$ cat config.mk
export PLATFORM = sky130hd
export DESIGN_NAME = square_wave_generator
export DESIGN_NICKNAME = d
export VERILOG_FILES = /design/src/rtl/sqw_pkg.sv /design/src/rtl/sqw_envelope.sv /design/src/rtl/square_wave_generator.sv
export SDC_FILE = /design/constraint.sdc
export NUM_CORES = 1
export LEC_CHECK = 0
export CAP_MARGIN = 15
export CELL_PAD_IN_SITES_DETAIL_PLACEMENT = 1
export CELL_PAD_IN_SITES_GLOBAL_PLACEMENT = 1
export CORE_MARGIN = 2
export CORE_UTILIZATION = 23
export DETAILED_ROUTE_END_ITERATION = 10
export PLACE_DENSITY = 0.57
export SLEW_MARGIN = 20
export SYNTH_ARGS = -nofsm -noshare
export SYNTH_HDL_FRONTEND = slang
export SYNTH_SLANG_ARGS = --single-unit
$ cat constraint.sdc
create_clock -name clk -period 1.4 [get_ports clk]
set_input_delay 0.28 -clock clk [delete_from_list [all_inputs] [get_ports clk]]
set_output_delay 0.28 -clock clk [all_outputs]
set_load 0.005 [all_outputs]
$ cat src/rtl/sqw_pkg.sv
// sqw_pkg: shared types and widths for the square-wave generator.
package sqw_pkg;
  localparam int SAMPLE_W = 16;
  localparam int HP_W = 8;
  typedef enum logic [1:0] {IDLE, RUN, RELEASE} sqw_state_t;
  typedef logic signed [SAMPLE_W-1:0] sample_t;
endpackage

$ cat src/rtl/sqw_envelope.sv
// sqw_envelope: saturating up/down ramp counter giving the note amplitude envelope.
module sqw_envelope
  import sqw_pkg::*;
#(
  parameter logic [SAMPLE_W-1:0] STEP = 16'd64,
  parameter logic [SAMPLE_W-1:0] MAX  = 16'h2000
) (
  input  logic                clk,
  input  logic                rst,
  input  logic                tick,
  input  logic                up,
  input  logic                down,
  output logic [SAMPLE_W-1:0] env,
  output logic                env_zero
);
  always_ff @(posedge clk or negedge rst) begin
    if (!rst) env <= '0;
    else if (tick && up) env <= (env >= MAX - STEP) ? MAX : env + STEP;
    else if (tick && down) env <= (env <= STEP) ? '0 : env - STEP;
  end
  assign env_zero = (env == '0);
endmodule

$ cat src/rtl/square_wave_generator.sv
// square_wave_generator: half-period code to signed square-wave PCM over valid/ready.
// Define SQW_RAMP_EN to add the attack/release envelope and the RELEASE state.
module square_wave_generator
  import sqw_pkg::*;
#(
  parameter logic signed [SAMPLE_W-1:0] AMP = 16'sh2000
`ifdef SQW_RAMP_EN
  , parameter logic [SAMPLE_W-1:0] RAMP_STEP = 16'd64
`endif
) (
  input  logic                       clk,
  input  logic                       rst,
  input  logic                       sample_tick,
  input  logic [HP_W-1:0]            half_period,
  output logic signed [SAMPLE_W-1:0] sample_data,
  output logic                       sample_valid,
  input  logic                       sample_ready,
  output logic                       active,
  output logic                       overrun
);
  sqw_state_t state, state_n;
  logic [HP_W-1:0] cnt, cnt_n, hp_q, hp_q_n;
  logic phase, phase_n, tick_d;
  sample_t mag, next_sample;
`ifdef SQW_RAMP_EN
  logic [SAMPLE_W-1:0] env;
  logic env_zero;
  sqw_envelope #(.STEP(RAMP_STEP), .MAX(AMP)) u_env (
    .clk(clk), .rst(rst), .tick(sample_tick),
    .up(state_n == RUN), .down(state_n == RELEASE),
    .env(env), .env_zero(env_zero)
  );
  assign mag = sample_t'(env);
`else
  assign mag = AMP;
`endif
  // cnt counts samples already emitted in the current half; the boundary tick starts the next half
  always_comb begin
    state_n = state;
    cnt_n = cnt;
    hp_q_n = hp_q;
    phase_n = phase;
    if (sample_tick) begin
      if (state == IDLE) begin
        if (half_period != '0) begin
          hp_q_n = half_period;
          cnt_n = HP_W'(1);
          phase_n = 1'b0;
          state_n = RUN;
        end
      end
`ifdef SQW_RAMP_EN
      else if (state == RELEASE && env_zero) begin
        state_n = IDLE;
        cnt_n = '0;
        phase_n = 1'b0;
      end
`endif
      else if (cnt == hp_q) begin
        cnt_n = HP_W'(1);
        phase_n = ~phase;
        if (half_period != '0) begin
          hp_q_n = half_period;
          state_n = RUN;
        end else begin
`ifdef SQW_RAMP_EN
          state_n = RELEASE;
`else
          state_n = IDLE;
          phase_n = 1'b0;
          cnt_n = '0;
`endif
        end
      end else cnt_n = cnt + 1'b1;
    end
  end
  // the sample is built from the state as it stands after the tick, one clk later
  assign next_sample = (state == IDLE) ? '0 : phase ? -mag : mag;
  always_ff @(posedge clk or negedge rst) begin
    if (!rst) begin
      state <= IDLE;
      cnt <= '0;
      hp_q <= '0;
      phase <= 1'b0;
      active <= 1'b0;
      tick_d <= 1'b0;
      sample_data <= '0;
      sample_valid <= 1'b0;
      overrun <= 1'b0;
    end else begin
      state <= state_n;
      cnt <= cnt_n;
      hp_q <= hp_q_n;
      phase <= phase_n;
      active <= (state_n != IDLE);
      tick_d <= sample_tick;
      overrun <= tick_d && sample_valid && !sample_ready;
      sample_valid <= tick_d || (sample_valid && !sample_ready);
      if (tick_d) sample_data <= next_sample;
    end
  end
endmodule

==> run metrics <==
CP Max Fanout=5; setup slack at placement=-557 ps; final setup margin=-171 ps; port bufs=17; Leak=0.000946 uW; GRT Util Overall=12.5%; drt total wl=4.17 mm; initial antenna violation count=0; count of different cell masters after synthesis=32; global-route wire length before repair=7.24 mm; final setup vio count=19; pwr/cell area=1600 nW/um^2; DP Wirelength=3.13 mm; GP Congestion=0.756; CP Data Required Time=1590 ps; leading area contributor after synthesis=dfrtp_1; Reg-to-Reg Start=hp_q[2]$_DFFE_PN0P_; DR iter-0 viols=49; Yosys top cell area share=41.9%; Avg Inst Size Synth=9.11 um^2; Synth top cells by count=o211ai_1, dfrtp_1, nand2_1; flops & latches, synth=25; fmax=636 MHz; EDFF count, synth=0; Synth area leaders=dfrtp_1, o211ai_1, buf_4; worst clock skew=4.30 ps; GR Overflow Total=0; Synth Instances=164; Post-CTS Hold Fix Bufs=0; Via Count=1,396; sequential cell area fraction in the yosys report=41.9%; Placeable Area=6310 um^2; Top FF cell, synth=dfrtp_1; ys async rst share=100%; n_diodes=0; drt wl/cell=13.6 um; die area=7160 um^2; Die H=84.6 um; Final ANT Viol Nets=0; Clock Pin Slew Worst Setup and Hold Paths=90 ps; Via density=4.56; largest net degree at the start of global routing=26; Peak supply drop=0.000594 V; Initial Util=23.7%; layout cells sized above 1=29.7%; CTS Buffer Depth=2; Layout Nets=243; final worst-path cycle share=112%; Critical Path Sink Type=flip-flop; CP startpoint=hp_q[2]$_DFFE_PN0P_; die width=84.6 um; CTS sink count=25; total CTS buffers=3; max cap viols=0; Area growth, synth to finish=47.7%; Clk Tree Root Cell=clkbuf_8; violated checks=negative setup slack; Startpoint Class=flip-flop; worst hold path class=in2async; Rows=29; Post-Syn Area=1490 um^2; post-layout util=34.9%; Yosys Warn Count=0; critical path class=reg2reg; most frequent cell after synthesis=o211ai_1; vias in the first global route=1,481; status=finished with violations; H-tree lvl count=1; Pwr Total=3530 uW; critical path arrival=1770 ps; final hold violation count=0; CTS tree=yes; DRT Pass-1 Iters=4; RSZ-0062 raised after global routing=true; clock period minus worst slack=1570 ps; drc violations=0; fin. max-slew vios=0; num ports=31; Worst-Skew Late Latency=270 ps
[registers in the layout (all words and copies together), names as in the netlist]
register / flops
active: 1
cnt: 8
hp_q: 8
overrun: 1
phase: 1
sample_data: 2
sample_valid: 1
state: 2
tick_d: 1
[worst paths after layout]
check,to,slack (ps),cells past startpoint
max in group asynchronous,cnt[3]$_DFFE_PN0P_,880,2
min in group clk,hp_q[5]$_DFFE_PN0P_,420,3
hold reg to reg,sample_data[13]$_DFFE_PN0P_,560,1
setup / recovery,cnt[0]$_DFFE_PN0P_,-170,5
hold / removal,hp_q[4]$_DFFE_PN0P_,360,2
setup reg to reg,cnt[0]$_DFFE_PN0P_,-170,5
[routing by layer]
layer  vias up  global-route usage [%]  wire (um)
li1        700                       -          -
met1       670                    16.5       1970
met2        24                    21.8       2070
met3         2                    1.77        105
met4         0                    2.16         27
met5         -                       0          0
[area by class of cell]
cell class / count / area (um^2)
Fill cell: 768 / 4110
Multi-Input combinational cell: 124 / 815
Sequential cell: 25 / 626
Timing Repair Buffer: 70 / 602
Tap cell: 77 / 96.3
Clock buffer: 4 / 45.0
Inverter: 6 / 22.5
[kinds of logic after synthesis]
| family | share of synthesized area (%) |
|---|---|
| AO/OA/AOI/OAI | 25.6 |
| AND/OR/NAND/NOR | 16.1 |
| buffers and inverters | 10.6 |
| flip-flops | 41.9 |
| XOR/XNOR | 4.69 |
| adder cells (fa/ha/maj) | 0.837 |
| other | 0.251 |
[what timing repair did]
action / CTS / global route
setup buffers: 5 / 2
gates cloned: 1 / 0
pin swaps: 18 / 20
resized for setup: 23 / 11
setup endpoints to repair: 24 / 22
[cells in the final DEF, fill, tap and decap left out, types with 2 or more instances in the layout]
cell | synthesis | final
o21ai_0 | 12 | 12
dlygate4sd2_1 | 0 | 12
nand3_1 | 5 | 4
o21a_1 | 3 | 2
nand4_1 | 2 | 2
o31ai_4 | 1 | 2
nor3_1 | 3 | 2
dlymetal6s2s_1 | 0 | 2
or4_4 | 2 | 2
buf_4 | 14 | 42
xnor2_1 | 8 | 8
inv_1 | 6 | 6
nand2_1 | 21 | 21
nor2_1 | 6 | 6
buf_6 | 0 | 9
o211ai_1 | 29 | 29
nand2b_1 | 2 | 2
clkbuf_8 | 0 | 3
clkdlybuf4s50_1 | 0 | 3
o21ai_1 | 2 | 2
conb_1 | 1 | 13
dfrtp_1 | 25 | 25
[report_power, final]
| group | internal (uW) | total, uW | switching [uW] |
|---|---|---|---|
| clock | 204 | 443 | 239 |
| combinational | 1070 | 2090 | 1020 |
| sequential | 879 | 998 | 119 |
| total | 2150 | 3530 | 1380 |
[worst max-delay path: stages, from the launching register on]
cell and delay, ps:
dfrtp_1 410, xnor2_1 170, nand4_1 140, buf_6 160, or4b_1 520, o211ai_1 90
[stage by stage]
stage	hold WS [ps]	setup TNS, ps	instances	cell area [um^2]
2_1_floorplan	-15.6	-425	176	1550
3_3_place_gp	475	-9760	294	2020
3_5_place_dp	484	-10090	294	2020
4_1_cts	368	-2320	304	2140
5_1_grt	370	-4380	306	2210
6_report	355	-2140	306	2210
Power figures use the tool's default switching activity.
